## src/rtl/fetch_pkg.sv

```systemverilog
// Shared types and defaults for the instruction-fetch front end.
package fetch_pkg;

    // Default geometry of the Lab7 CPU fetch path.
    localparam int DEF_PC_W    = 8;
    localparam int DEF_INSTR_W = 16;
    localparam int DEF_MEM_LAT = 1;

    // Fetch sequencer states.
    typedef enum logic [2:0] {
        LOAD   = 3'd0,   // waiting to pick up start_pc after reset
        FETCH  = 3'd1,   // issuing the memory read for pc
        WAIT   = 3'd2,   // counting down the fixed memory latency
        HOLD   = 3'd3,   // presenting a word to the decoder
        HALTED = 3'd4    // sticky stop, left only through reset
    } fetch_state_e;

endpackage : fetch_pkg

```

## src/rtl/fetch_unit_if.sv

```systemverilog
// Bundles the instruction-memory read port and the decoder-facing
// valid/ready port of the fetch unit. The fetch unit takes the master
// view; the memory/decoder side takes the slave view.
interface fetch_unit_if #(
    parameter int PC_W    = fetch_pkg::DEF_PC_W,
    parameter int INSTR_W = fetch_pkg::DEF_INSTR_W
);
    // Instruction-memory read port.
    logic               mem_rd;
    logic [PC_W-1:0]    mem_addr;
    logic [INSTR_W-1:0] mem_rdata;

    // Decoder handshake port.
    logic               instr_valid;
    logic               instr_ready;
    logic [INSTR_W-1:0] instr;
    logic [PC_W-1:0]    instr_pc;

    modport master (
        output mem_rd, mem_addr, instr_valid, instr, instr_pc,
        input  mem_rdata, instr_ready
    );

    modport slave (
        input  mem_rd, mem_addr, instr_valid, instr, instr_pc,
        output mem_rdata, instr_ready
    );

endinterface : fetch_unit_if

```

## src/rtl/fetch_unit.sv

```systemverilog
// Instruction-fetch front end: loads start_pc after reset, reads one word
// per fetch from a fixed-latency pipelined memory, presents it to the
// decoder over valid/ready, and supports branch redirect and sticky halt.
// Within one cycle halt_req beats br_taken, which beats the handshake.
// The interface instance must be built with the same PC_W/INSTR_W.
module fetch_unit
    import fetch_pkg::*;
#(
    parameter int PC_W    = DEF_PC_W,
    parameter int INSTR_W = DEF_INSTR_W,
    parameter int MEM_LAT = DEF_MEM_LAT
) (
    input  logic            clk,
    input  logic            rst_n,
    input  logic [PC_W-1:0] start_pc,
    input  logic            br_taken,
    input  logic [PC_W-1:0] br_target,
    input  logic            halt_req,
    output logic            halted,
    fetch_unit_if.master    bus
);

    // Wide enough to hold MEM_LAT-1; the memory response is captured on the
    // WAIT cycle where the counter has reached zero.
    localparam int WCNT_W = $clog2(MEM_LAT + 1);
    localparam logic [WCNT_W-1:0] WCNT_START = WCNT_W'(MEM_LAT - 1);

    fetch_state_e       state_q,       state_d;
    logic [PC_W-1:0]    pc_q,          pc_d;
    logic [WCNT_W-1:0]  wcnt_q,        wcnt_d;
    logic [INSTR_W-1:0] instr_q,       instr_d;
    logic [PC_W-1:0]    instr_pc_q,    instr_pc_d;
    logic               instr_valid_q, instr_valid_d;
    logic               halted_q,      halted_d;

    // Next-state and next-output logic for the fetch sequencer.
    always_comb begin
        // NOTE: every _d starts at its held value so no path through the
        // case below leaves one unassigned, which would infer a latch.
        state_d       = state_q;
        pc_d          = pc_q;
        wcnt_d        = wcnt_q;
        instr_d       = instr_q;
        instr_pc_d    = instr_pc_q;
        instr_valid_d = instr_valid_q;
        halted_d      = halted_q;

        unique case (state_q)
            LOAD: begin
                // Control requests are not yet meaningful; just pick up the
                // first fetch address.
                pc_d    = start_pc;
                state_d = FETCH;
            end

            FETCH, WAIT, HOLD: begin
                if (halt_req) begin
                    state_d       = HALTED;
                    instr_valid_d = 1'b0;
                    halted_d      = 1'b1;
                end else if (br_taken) begin
                    // Any in-flight response is dropped implicitly: the new
                    // FETCH restarts the latency count, so the old word's
                    // arrival cycle never lines up with a capture.
                    pc_d          = br_target;
                    instr_valid_d = 1'b0;
                    state_d       = FETCH;
                end else begin
                    unique case (state_q)
                        FETCH: begin
                            wcnt_d  = WCNT_START;
                            state_d = WAIT;
                        end
                        WAIT: begin
                            if (wcnt_q == '0) begin
                                instr_d       = bus.mem_rdata;
                                instr_pc_d    = pc_q;
                                instr_valid_d = 1'b1;
                                state_d       = HOLD;
                            end else begin
                                wcnt_d = wcnt_q - 1'b1;
                            end
                        end
                        HOLD: begin
                            if (instr_valid_q && bus.instr_ready) begin
                                instr_valid_d = 1'b0;
                                pc_d          = pc_q + 1'b1;   // wraps at 2^PC_W
                                state_d       = FETCH;
                            end
                        end
                        default: ;
                    endcase
                end
            end

            HALTED: ;   // sticky until reset, every input ignored

            default: begin
                // Unused encodings restart the fetch sequence cleanly.
                instr_valid_d = 1'b0;
                state_d       = LOAD;
            end
        endcase
    end

    // State, program counter and registered outputs.
    always_ff @(posedge clk or negedge rst_n) begin
        if (!rst_n) begin
            state_q       <= LOAD;
            pc_q          <= '0;
            wcnt_q        <= '0;
            instr_q       <= '0;
            instr_pc_q    <= '0;
            instr_valid_q <= 1'b0;
            halted_q      <= 1'b0;
        end else begin
            // NOTE: non-blocking assignments so every flop updates from
            // pre-edge values regardless of statement order.
            state_q       <= state_d;
            pc_q          <= pc_d;
            wcnt_q        <= wcnt_d;
            instr_q       <= instr_d;
            instr_pc_q    <= instr_pc_d;
            instr_valid_q <= instr_valid_d;
            halted_q      <= halted_d;
        end
    end

    // One read request per fetch, always addressed by the current pc.
    assign bus.mem_rd      = (state_q == FETCH);
    assign bus.mem_addr    = pc_q;
    assign bus.instr_valid = instr_valid_q;
    assign bus.instr       = instr_q;
    assign bus.instr_pc    = instr_pc_q;
    assign halted          = halted_q;

endmodule : fetch_unit

```

## src/flat_wrapper.sv

```systemverilog
// flat-port wrapper written by rule: the top's interface ports become plain ports
module fetch_unit_flat import fetch_pkg::*;
#(
    parameter int PC_W    = DEF_PC_W,
    parameter int INSTR_W = DEF_INSTR_W,
    parameter int MEM_LAT = DEF_MEM_LAT
)
  (clk, rst_n, start_pc, br_taken, br_target, halt_req, halted, bus_mem_rd, bus_mem_addr, bus_instr_valid, bus_instr, bus_instr_pc, bus_mem_rdata, bus_instr_ready);
  fetch_unit_if #(.PC_W(PC_W), .INSTR_W(INSTR_W)) bus_i ();
  input  logic clk;
  input  logic rst_n;
  input  logic [PC_W-1:0] start_pc;
  input  logic br_taken;
  input  logic [PC_W-1:0] br_target;
  input  logic halt_req;
  output logic halted;
  output wire logic [$bits(bus_i.mem_rd)-1:0] bus_mem_rd;
  output wire logic [$bits(bus_i.mem_addr)-1:0] bus_mem_addr;
  output wire logic [$bits(bus_i.instr_valid)-1:0] bus_instr_valid;
  output wire logic [$bits(bus_i.instr)-1:0] bus_instr;
  output wire logic [$bits(bus_i.instr_pc)-1:0] bus_instr_pc;
  input wire logic [$bits(bus_i.mem_rdata)-1:0] bus_mem_rdata;
  input wire logic [$bits(bus_i.instr_ready)-1:0] bus_instr_ready;
  assign bus_mem_rd = bus_i.mem_rd;
  assign bus_mem_addr = bus_i.mem_addr;
  assign bus_instr_valid = bus_i.instr_valid;
  assign bus_instr = bus_i.instr;
  assign bus_instr_pc = bus_i.instr_pc;
  assign bus_i.mem_rdata = bus_mem_rdata;
  assign bus_i.instr_ready = bus_instr_ready;
  fetch_unit #(.PC_W(PC_W), .INSTR_W(INSTR_W), .MEM_LAT(MEM_LAT)) u_core (.clk(clk), .rst_n(rst_n), .start_pc(start_pc), .br_taken(br_taken), .br_target(br_target), .halt_req(halt_req), .halted(halted), .bus(bus_i));
endmodule
```

## config.mk

```make
export PLATFORM = sky130hd
export DESIGN_NAME = fetch_unit_flat
export DESIGN_NICKNAME = d
export VERILOG_FILES = /design/src/rtl/fetch_pkg.sv /design/src/rtl/fetch_unit_if.sv /design/src/rtl/fetch_unit.sv /design/src/flat_wrapper.sv
export SDC_FILE = /design/constraint.sdc
export NUM_CORES = 1
export LEC_CHECK = 0
export BUFFER_PORTS_ARGS = -buffer_cell sky130_fd_sc_hd__buf_2
export CAP_MARGIN = 15
export CORE_UTILIZATION = 50
export CTS_BUF_LIST = sky130_fd_sc_hd__clkbuf_16
export DETAILED_ROUTE_END_ITERATION = 12
export PLACE_DENSITY = 0.88
export SLEW_MARGIN = 20
export SYNTH_ARGS = -nofsm -noshare
export SYNTH_HDL_FRONTEND = slang
export SYNTH_SLANG_ARGS = --single-unit
```

## constraint.sdc

```tcl
create_clock -name clk -period 3.5 [get_ports clk]
set_input_delay 0.175 -clock clk [delete_from_list [all_inputs] [get_ports clk]]
set_output_delay 0.175 -clock clk [all_outputs]
set_load 0.05 [all_outputs]
```

==> impl_metrics.env, run 1 <==
export IMPL_combPwrFrac=0.482
export IMPL_filler_cell_count=287
export IMPL_met1_usage=0.274
export IMPL_syn_cell_area_sq_um=1770
export IMPL_place_port_buffers=71
export IMPL_netlist_area_leader_share=0.524
export IMPL_hold_fix_buffers_cts=0
export IMPL_cp_max_fo=14
export IMPL_finish_cell_count_without_fillers=267
export IMPL_path_cells="nand4_1 > a221oi_4 > mux2_2"
export IMPL_die_area_sq_um=3770
export IMPL_power_report_internal_total_uw=1260
export IMPL_synth_nets=188
export IMPL_final_period_minus_worst_setup_slack_ns=1.92
export IMPL_synthArstFlopShare=1.00
export IMPL_synth_warning_count=0
export IMPL_grt_setup_unrepaired="false"
export IMPL_final_hold_viol_count=37
export IMPL_fraction_of_the_mapped_netlist_area_in_compound_gates=0.112
export IMPL_tns_ns=0
export IMPL_ant_nets=0
export IMPL_leakagePower_uw=0.00118
export IMPL_clock_insertion_delay_worst_skew_ns=0.28
export IMPL_synth_seq_cells=37
export IMPL_ir_drop_mv=0.622
export IMPL_cts_root_buffer="sky130_fd_sc_hd__clkbuf_16"
export IMPL_grt_usage=0.217
export IMPL_required_ns=3.66
export IMPL_yosys_area_share_xor_xnor=0.0149
export IMPL_first_pass_iters=4
export IMPL_cts_sinks=37
export IMPL_drive_above_1_share=0.484
export IMPL_skew_ns=0.00420
export IMPL_syn_area_per_cell_sq_um=11.8
export IMPL_violations="negative hold slack"
export IMPL_timing_slew_headroom=0.417
export IMPL_slew_violations=0
export IMPL_max_clock_path_buffers=2
export IMPL_gr_usage_met2=0.334
export IMPL_floorplan_initialDensity=0.525
export IMPL_area_delta_synth_final_pct=28.8
export IMPL_ys_dominant_reg_cell="sky130_fd_sc_hd__dfrtp_1"
export IMPL_detailed_place_area_sq_um=2110
export IMPL_syn_inst=150
export IMPL_vias=1425
export IMPL_die_h_um=61.4
export IMPL_synth_area_mux_share=0.176
export IMPL_cts_setup_buffers=0
export IMPL_core_sq_um=3360
export IMPL_h_tree_depth=2
export IMPL_globalRoute_totalOverflow=0
export IMPL_clkTransAtPathRegs_ns=0.05
export IMPL_placedCellCount=260
export IMPL_hold_class="in2async"
export IMPL_grt_pass1_wl_mm=5.71
export IMPL_yosys_top_cells_area="sky130_fd_sc_hd__dfrtp_1, sky130_fd_sc_hd__mux2_2, sky130_fd_sc_hd__buf_6, sky130_fd_sc_hd__nand2_1, sky130_fd_sc_hd__a21oi_1"
export IMPL_switching_share_of_power=0.469
export IMPL_worstMarginPinSlew_ns=0.873
export IMPL_synth_edf_count=0
export IMPL_grt_busiest_layer="met2"
export IMPL_totalWireLength_mm=3.55
export IMPL_die_span_in_x_um=61.4
export IMPL_power_per_standard_cell_area_nw_per_um2=1040
export IMPL_slowest_stage="sky130_fd_sc_hd__a221oi_4"
export IMPL_power_switching_uw=1110
export IMPL_core_rowCount=21
export IMPL_timing_critical_path_arrival_ns=2.08
export IMPL_route_detailed_wl_per_inst_um=13.3
export IMPL_dr_first_iter_drc_count=31
export IMPL_outcome="finished, violations left"
export IMPL_route_detailed_vias_per_inst=5.34
export IMPL_holdWs_ns=-0.0213
export IMPL_cts_resized=0
export IMPL_cts_tree="done"
export IMPL_antenna_found_initial=0
export IMPL_hpwl_mm=2.48
export IMPL_synth_cell_types=35
export IMPL_remaining_drc_errors=0
export IMPL_period_utilization_post_route=0.548
export IMPL_gpl_final_weighted_congestion=0.778
export IMPL_finalPower_uw=2370
export IMPL_setup_worst_path_end_class="flip-flop"
export IMPL_grt_start_max_net_pins=38
export IMPL_synth_top_family_by_area="multiplexers"
export IMPL_final_area_sq_um=2270
export IMPL_tritoncts_num_buffers=5
export IMPL_final_stage_net_count=259
export IMPL_gr_usage_met3=0.0924
export IMPL_seq_pwr_share=0.314
export IMPL_yosysSeqAreaShare=0.524
export IMPL_clk_network_pwr_share=0.204
export IMPL_setup_violations=0
export IMPL_post_synth_top_area_cell="sky130_fd_sc_hd__dfrtp_1"
export IMPL_synthAdderAreaFrac=0.00709
export IMPL_via_count_of_the_first_global_routing_pass=1248
export IMPL_timing_worst_setup_path_type="reg2reg"
export IMPL_fmax_mhz=521
export IMPL_post_synth_and_or_nand_nor_area_fraction=0.118
export IMPL_boundaryPins=72
export IMPL_worstSetupStartpointType="flip-flop"
export IMPL_max_cap_violations=0
export IMPL_antennaDiodeCount=0
export IMPL_critPathMaxStageDelay_ns=0.60
[routing by layer]
metal / vias to the layer above / part of all wire
met4: 0 / 0.020
met1: 683 / 0.44
met2: 55 / 0.48
met5: - / 0
li1: 679 / -
met3: 8 / 0.066
[registers in the layout (all words and copies together) (netlist names)]
register / cells
u_core.bus.instr: 16
u_core.bus.instr_pc: 8
u_core.bus.instr_valid: 1
u_core.bus.mem_addr: 8
u_core.halted: 1
u_core.state_q: 3
[cells in the mapped netlist (2+ instances only)]
cell type                   n
sky130_fd_sc_hd__inv_1      5
sky130_fd_sc_hd__buf_6      5
sky130_fd_sc_hd__mux2_2    24
sky130_fd_sc_hd__o21bai_1   2
sky130_fd_sc_hd__nand3_1    6
sky130_fd_sc_hd__o21ai_0    7
sky130_fd_sc_hd__a21oi_1    7
sky130_fd_sc_hd__nand2_1   15
sky130_fd_sc_hd__nand2b_1   2
sky130_fd_sc_hd__xnor2_1    3
sky130_fd_sc_hd__nor2_1     8
sky130_fd_sc_hd__a31oi_1    4
sky130_fd_sc_hd__mux2i_1    3
sky130_fd_sc_hd__dfrtp_1   37
sky130_fd_sc_hd__o31a_1     2
[cell usage in the layout, fill, tap and decap left out, drive strengths merged, types with 5 or more instances in the layout]
cell,Yosys,routed
clkbuf,1,5
buf,6,71
o21ai,7,7
dfrtp,37,37
inv,5,5
a21oi,7,7
mux2,25,25
nor2,8,8
nand3,6,6
nand2,15,15
[critical path: cells and delay by family (launching register included)]
family           cells  cell delay (ns)
AO/OA/AOI/OAI        1             0.60
flip-flops           1             0.54
multiplexers         1             0.40
AND/OR/NAND/NOR      1             0.25
[final timing paths]
kind                                               startpoint                            endpoint  slack, ns  cells after the start
worst max-delay path            u_core.state_q[1]$_DFFE_PN0P_  u_core.bus.mem_addr[1]$_DFFE_PN0P_       1.58                      3
worst min-delay path                                    rst_n     u_core.bus.instr[7]$_DFFE_PN0P_      -0.02                      1
worst max register to register  u_core.state_q[1]$_DFFE_PN0P_  u_core.bus.mem_addr[1]$_DFFE_PN0P_       1.58                      3
worst min register to register      u_core.halted$_DFFE_PN0P_           u_core.halted$_DFFE_PN0P_       0.46                      1
max in group asynchronous                               rst_n  u_core.bus.mem_addr[1]$_DFFE_PN0P_       3.02                      1
min in group clk                            bus_mem_rdata[14]    u_core.bus.instr[14]$_DFFE_PN0P_       0.11                      2
[cell type report]
type / count / area (sq um) / share of cell area
sequential: 37 / 926 / 0.407
multi-input combinational: 101 / 756 / 0.332
timing repair buffer: 71 / 355 / 0.156
clock buffer: 5 / 125 / 0.0550
tap: 46 / 57.6 / 0.0253
clock inverter: 2 / 35.0 / 0.0154
inverter: 5 / 18.8 / 0.00826
[per-stage QoR]
step | setup slack (ns) | util
after floorplan | 1.67 | -
after global placement | 1.69 | 0.628
after detailed placement | 1.63 | 0.628
after CTS | 1.60 | 0.676
after global routing | 1.48 | 0.676
final | 1.58 | 0.676
[power groups by stage]
stage,Clock (uW),Combinational [uW],Sequential [uW]
2_1_floorplan,0,437,1200
3_3_place_gp,0,1130,740
3_5_place_dp,0,1140,749
4_1_cts,495,1150,743
5_1_grt,522,1230,775
6_report,485,1140,745
[cells by family (layout without fill, tap and decap cells)]
family	Yosys count	in the layout
and+or+nand+nor	41	41
DFF	37	37
AOI/OAI and AO/OA	28	28
muxes	28	28
buffers and inverters	12	83
xor gates and xnor gates	3	3
adders and majority gates	1	1
(Power assumes the default switching activity.)
==> run 2, diff against run 1 <==
- CORE_UTILIZATION: 50 -> 43
- PLACE_DENSITY: 0.88 -> 0.81
- clock period: 3.5 -> 1.65 ns (I/O delays scaled with it)
==> impl_metrics.env, run 2 (same netlist as run 1, synthesis figures left out) <==
export IMPL_final_area_sq_um=2370
export IMPL_remaining_drc_errors=0
export IMPL_timing_critical_path_arrival_ns=1.77
export IMPL_core_rowCount=22
export IMPL_grt_start_max_net_pins=26
export IMPL_cts_root_buffer="sky130_fd_sc_hd__clkbuf_16"
export IMPL_antennaDiodeCount=0
export IMPL_worstRegToRegCells=3
export IMPL_max_cap_violations=0
export IMPL_post_place_ws_ns=0.0235
export IMPL_r2r_end="u_core.bus.mem_addr[0]$_DFFE_PN0P_"
export IMPL_required_ns=1.81
export IMPL_hold_class="in2reg"
export IMPL_critPathMaxStageDelay_ns=0.44
export IMPL_grt_pass1_wl_mm=6.72
export IMPL_slowest_stage="sky130_fd_sc_hd__dfrtp_2"
export IMPL_drive_above_1_share=0.517
export IMPL_leakagePower_uw=0.00125
export IMPL_hold_path_startpoint="bus_mem_rdata[14]"
export IMPL_setup_violations=0
export IMPL_max_clock_path_buffers=2
export IMPL_clkTransAtPathRegs_ns=0.05
export IMPL_clock_insertion_delay_worst_skew_ns=0.28
export IMPL_path_cells="or2_4 > a221oi_4 > mux2_2"
export IMPL_place_port_buffers=71
export IMPL_first_pass_iters=4
export IMPL_boundaryPins=72
export IMPL_hpwl_mm=3.10
export IMPL_final_hold_viol_count=0
export IMPL_floorplan_initialDensity=0.465
export IMPL_detailed_place_area_sq_um=2210
export IMPL_worstSetupStartpointType="flip-flop"
export IMPL_power_per_standard_cell_area_nw_per_um2=2150
export IMPL_hold_path_cell_count=2
export IMPL_power_switching_uw=2440
export IMPL_route_detailed_vias_per_inst=5.25
export IMPL_final_critical_path_setup_slack_ns=0.0368
export IMPL_holdWs_ns=0.0272
export IMPL_vias=1491
export IMPL_flip_flop_count_of_the_largest_register_after_layout=16
export IMPL_cp_max_fo=8
export IMPL_slew_violations=0
export IMPL_timing_reg2reg_setup_slack_ns=0.04
export IMPL_final_common_cell="sky130_fd_sc_hd__buf_2"
export IMPL_totalWireLength_mm=4.20
export IMPL_cts_sinks=37
export IMPL_seq_pwr_share=0.303
export IMPL_setup_worst_path_end_class="flip-flop"
export IMPL_die_span_in_x_um=66.1
export IMPL_power_report_internal_total_uw=2660
export IMPL_period_utilization_post_route=0.978
export IMPL_globalRoute_totalOverflow=0
export IMPL_area_delta_synth_final_pct=34.2
export IMPL_ir_drop_mv=0.830
export IMPL_final_period_minus_worst_setup_slack_ns=1.61
export IMPL_skew_ns=0.00451
export IMPL_timing_slew_headroom=0.761
export IMPL_final_stage_net_count=273
export IMPL_grt_setup_unrepaired="true"
export IMPL_top_library_cells_by_usage_in_the_layout_fill_and_taps_aside="sky130_fd_sc_hd__buf_2, sky130_fd_sc_hd__dfrtp_1, sky130_fd_sc_hd__mux2_2"
export IMPL_die_h_um=66.1
export IMPL_grt_usage=0.210
export IMPL_switching_share_of_power=0.479
export IMPL_outcome="completed"
export IMPL_via_count_of_the_first_global_routing_pass=1451
export IMPL_clk_network_pwr_share=0.171
export IMPL_tritoncts_num_buffers=5
export IMPL_h_tree_depth=2
export IMPL_gpl_final_weighted_congestion=0.827
export IMPL_route_detailed_wl_per_inst_um=14.8
export IMPL_combPwrFrac=0.526
export IMPL_die_area_sq_um=4370
export IMPL_fmax_mhz=620
export IMPL_timing_worst_setup_path_type="reg2reg"
export IMPL_antenna_found_initial=0
export IMPL_min_delay_worst_endpoint="u_core.bus.instr[14]$_DFFE_PN0P_"
export IMPL_ant_nets=0
export IMPL_cts_tree="done"
export IMPL_reg2reg_from="u_core.state_q[0]$_DFFE_PN0P_"
export IMPL_dr_first_iter_drc_count=64
export IMPL_core_sq_um=3800
export IMPL_worstMarginPinSlew_ns=0.357
## run 2: changes by cell type in the layout (fill, tap and decap cells not counted), sizes merged
| cell | previous run | this run |
|---|---|---|
| inv | 5 | 7 |
| bufinv | 1 | 0 |
| dlygate4sd3 | 0 | 1 |
| buf | 71 | 84 |
## run 2: area by class of cell
type / count / area (sq um)
fillers: 308 / 1430
flip-flops and latches: 37 / 930
multi-input cells: 101 / 761
repair buffers: 85 / 463
clock buffers: 5 / 125
well taps: 48 / 60.1
inverters: 5 / 18.8
clock inverters: 3 / 11.3
## run 2: power groups by stage
| stage | combinational (uW) | clock [uW] | sequential [uW] |
|---|---|---|---|
| after floorplan | 933 | 0 | 2560 |
| after global placement | 2600 | 0 | 1520 |
| after detailed placement | 2650 | 0 | 1550 |
| after CTS | 2670 | 883 | 1540 |
| after global routing | 2860 | 932 | 1590 |
| final | 2680 | 873 | 1540 |
## run 2: what timing repair did
action,in CTS,in global routing
endpoints found under the setup margin,0,6
buffers inserted,0,1
endpoints found under the hold margin,21,0
gates resized for setup,0,1
hold buffers,1,0
## run 2: per-layer routing
layer	wire length, um	vias up	track usage	share of wire
li1	-	712	-	-
met1	1670	715	0.231	0.40
met2	2200	58	0.379	0.52
met3	263	6	0.0517	0.063
met4	60	0	0.0931	0.014
met5	0	-	0	0
## run 2: through the flow
step                       util  cells  power, uW  TNS, ns
after floorplan               -    150       3490  -0.0724
after global placement    0.583    274       4110        0
after detailed placement  0.583    274       4200        0
after CTS                 0.621    283       5090        0
after global routing      0.624    284       5390  -0.0178
final                     0.624    284       5100        0
## run 2: critical path: cells and delay by family, from the launching register on
| family | cells | cell delay, ns |
|---|---|---|
| AO/OA/AOI/OAI | 1 | 0.38 |
| flip-flops | 1 | 0.44 |
| multiplexers | 1 | 0.38 |
| AND/OR/NAND/NOR | 1 | 0.29 |
## run 2: worst max path at each step
| stage | from | end |
|---|---|---|
| final | u_core.state_q[0]$_DFFE_PN0P_ | u_core.bus.mem_addr[0]$_DFFE_PN0P_ |
| after global routing | u_core.state_q[0]$_DFFE_PN0P_ | u_core.bus.mem_addr[6]$_DFFE_PN0P_ |
| after CTS | u_core.state_q[0]$_DFFE_PN0P_ | u_core.bus.mem_addr[0]$_DFFE_PN0P_ |
| after detailed placement | u_core.state_q[0]$_DFFE_PN0P_ | u_core.bus.mem_addr[0]$_DFFE_PN0P_ |
| after global placement | u_core.state_q[0]$_DFFE_PN0P_ | u_core.bus.mem_addr[1]$_DFFE_PN0P_ |
| after floorplan | u_core.bus.mem_addr[3]$_DFFE_PN0P_ | u_core.bus.mem_addr[7]$_DFFE_PN0P_ |
==> run 3, diff against run 2 <==
--- a/constraint.sdc
+++ b/constraint.sdc
@@ -3,2 +3,2 @@
 set_output_delay 0.0825 -clock clk [all_outputs]
-set_load 0.05 [all_outputs]
+set_load 0.1 [all_outputs]
==> impl_metrics.env, run 3 (same netlist as run 1, synthesis figures left out) <==
export IMPL_core_sq_um=3800
export IMPL_area_delta_synth_final_pct=33.9
export IMPL_antennaDiodeCount=0
export IMPL_cp_max_fo=6
export IMPL_timing_slew_headroom=0.585
export IMPL_flip_flop_count_of_the_largest_register_after_layout=16
export IMPL_globalRoute_totalOverflow=0
export IMPL_hold_class="in2reg"
export IMPL_h_tree_depth=2
export IMPL_vias=1431
export IMPL_placedCellCount=272
export IMPL_finish_cell_count_without_fillers=280
export IMPL_path_depth=3
export IMPL_period_utilization_post_route=0.960
export IMPL_grt_start_max_net_pins=30
export IMPL_worstRegToRegCells=5
export IMPL_path_cells="buf_4 > nor3b_4 > buf_2"
export IMPL_hpwl_mm=2.83
export IMPL_gpl_final_weighted_congestion=0.812
export IMPL_clkTransAtPathRegs_ns=0.05
export IMPL_slowest_stage="sky130_fd_sc_hd__buf_2"
export IMPL_setup_violations=0
export IMPL_timing_critical_path_arrival_ns=1.50
export IMPL_floorplan_initialDensity=0.465
export IMPL_outcome="completed"
export IMPL_via_count_of_the_first_global_routing_pass=1363
export IMPL_setup_worst_path_start="u_core.state_q[1]$_DFFE_PN0P_"
export IMPL_first_pass_iters=4
export IMPL_timing_reg2reg_setup_slack_ns=0.08
export IMPL_core_rowCount=22
export IMPL_timing_critical_path_buf_inv=2
export IMPL_max_clock_path_buffers=2
export IMPL_dr_first_iter_drc_count=54
export IMPL_remaining_drc_errors=0
export IMPL_timing_worst_setup_path_type="reg2out"
export IMPL_ant_nets=0
export IMPL_reg2reg_from="u_core.state_q[0]$_DFFE_PN0P_"
export IMPL_cts_setup_buffers=0
export IMPL_totalWireLength_mm=3.74
export IMPL_fmax_mhz=631
export IMPL_cts_tree="done"
export IMPL_worstSetupStartpointType="flip-flop"
export IMPL_drive_above_1_share=0.534
export IMPL_grt_setup_unrepaired="false"
export IMPL_route_detailed_vias_per_inst=5.11
export IMPL_grt_pass1_wl_mm=6.19
export IMPL_cts_sinks=37
export IMPL_critical_path_s_top_delay_family="buffers and inverters"
export IMPL_final_hold_viol_count=0
export IMPL_top_library_cells_by_usage_in_the_layout_fill_and_taps_aside="sky130_fd_sc_hd__buf_2, sky130_fd_sc_hd__dfrtp_1, sky130_fd_sc_hd__mux2_2"
export IMPL_setup_worst_path_end_class="output pin"
export IMPL_cts_root_buffer="sky130_fd_sc_hd__clkbuf_16"
export IMPL_r2r_end="u_core.bus.mem_addr[7]$_DFFE_PN0P_"
export IMPL_skew_ns=0.00280
export IMPL_antenna_found_initial=0
export IMPL_crit_path_end="bus_mem_rd"
export IMPL_clock_insertion_delay_worst_skew_ns=0.27
export IMPL_detailed_place_area_sq_um=2220
export IMPL_boundaryPins=72
export IMPL_slew_violations=0
export IMPL_tritoncts_num_buffers=5
export IMPL_final_common_cell="sky130_fd_sc_hd__buf_2"
export IMPL_worstMarginPinSlew_ns=0.622
export IMPL_die_h_um=66.1
export IMPL_grt_usage=0.197
export IMPL_die_span_in_x_um=66.1
export IMPL_critPathMaxStageDelay_ns=0.44
export IMPL_required_ns=1.57
export IMPL_tns_ns=0
export IMPL_final_period_minus_worst_setup_slack_ns=1.58
export IMPL_final_area_sq_um=2360
export IMPL_die_area_sq_um=4370
export IMPL_max_cap_violations=0
export IMPL_cts_resized=0
export IMPL_route_detailed_wl_per_inst_um=13.4
export IMPL_final_stage_net_count=270
export IMPL_place_port_buffers=71
run 3: cell count changes in the layout (fill, tap and decap cells not counted):
cell and delta:
sky130_fd_sc_hd__dfrtp_4 +4, sky130_fd_sc_hd__buf_4 -3, sky130_fd_sc_hd__dfrtp_1 -5, sky130_fd_sc_hd__nor3b_2 -1
sky130_fd_sc_hd__inv_1 -1, sky130_fd_sc_hd__nor3b_4 +1, sky130_fd_sc_hd__dfrtp_2 +1
run 3: metrics by stage:
| step | utilization | setup WS [ns] | hold WS [ns] |
|---|---|---|---|
| after floorplan | - | 0.00770 | -0.213 |
| after global placement | 0.585 | 0.130 | 0.135 |
| after detailed placement | 0.585 | 0.0759 | 0.135 |
| after CTS | 0.623 | 0.0586 | 0.0192 |
| after global routing | 0.623 | 0.00860 | 0.0299 |
| final | 0.623 | 0.0663 | 0.0256 |
run 3: metal layers:
layer | GRT usage | vias up | routed length (um)
met1 | 0.217 | 677 | 1560
met5 | 0 | - | 0
li1 | - | 704 | -
met2 | 0.341 | 44 | 1900
met4 | 0.0957 | 0 | 78
met3 | 0.0603 | 6 | 210
run 3: cell type report:
cell class / instances / area [sq um]
Clock buffer: 5 / 125
Clock inverter: 2 / 7.51
Fill cell: 326 / 1430
Inverter: 5 / 18.8
Multi-Input combinational cell: 101 / 767
Sequential cell: 37 / 946
Tap cell: 48 / 60.1
Timing Repair Buffer: 82 / 440
run 3: worst min path at each step:
stage | cells after the start | to | startpoint | slack, ns
after floorplan | 0 | u_core.bus.instr[0]$_DFFE_PN0P_ | rst_n | -0.21
after global placement | 1 | u_core.bus.instr[2]$_DFFE_PN0P_ | rst_n | 0.14
after detailed placement | 1 | u_core.bus.instr[12]$_DFFE_PN0P_ | rst_n | 0.13
after CTS | 2 | u_core.bus.instr[14]$_DFFE_PN0P_ | bus_mem_rdata[14] | 0.02
after global routing | 2 | u_core.bus.instr[7]$_DFFE_PN0P_ | bus_mem_rdata[7] | 0.03
final | 2 | u_core.bus.instr[14]$_DFFE_PN0P_ | bus_mem_rdata[14] | 0.03
run 3: worst register-to-register path, cell delays in order (launching register included):
cell and delay [ns]:
sky130_fd_sc_hd__dfrtp_1 0.42, sky130_fd_sc_hd__or2_4 0.28, sky130_fd_sc_hd__a221oi_4 0.35, sky130_fd_sc_hd__buf_4 0.20, sky130_fd_sc_hd__nand2_1 0.05, sky130_fd_sc_hd__o22a_1 0.15
run 3: repair_timing:
action                                  CTS  global route
endpoints found under the setup margin    0             1
hold endpoints to repair                 28             0
hold buffers                              1             0
Power of run 3 is not shown: default switching activity piles up to over one toggle a cycle in this logic, so the estimate is an artifact.
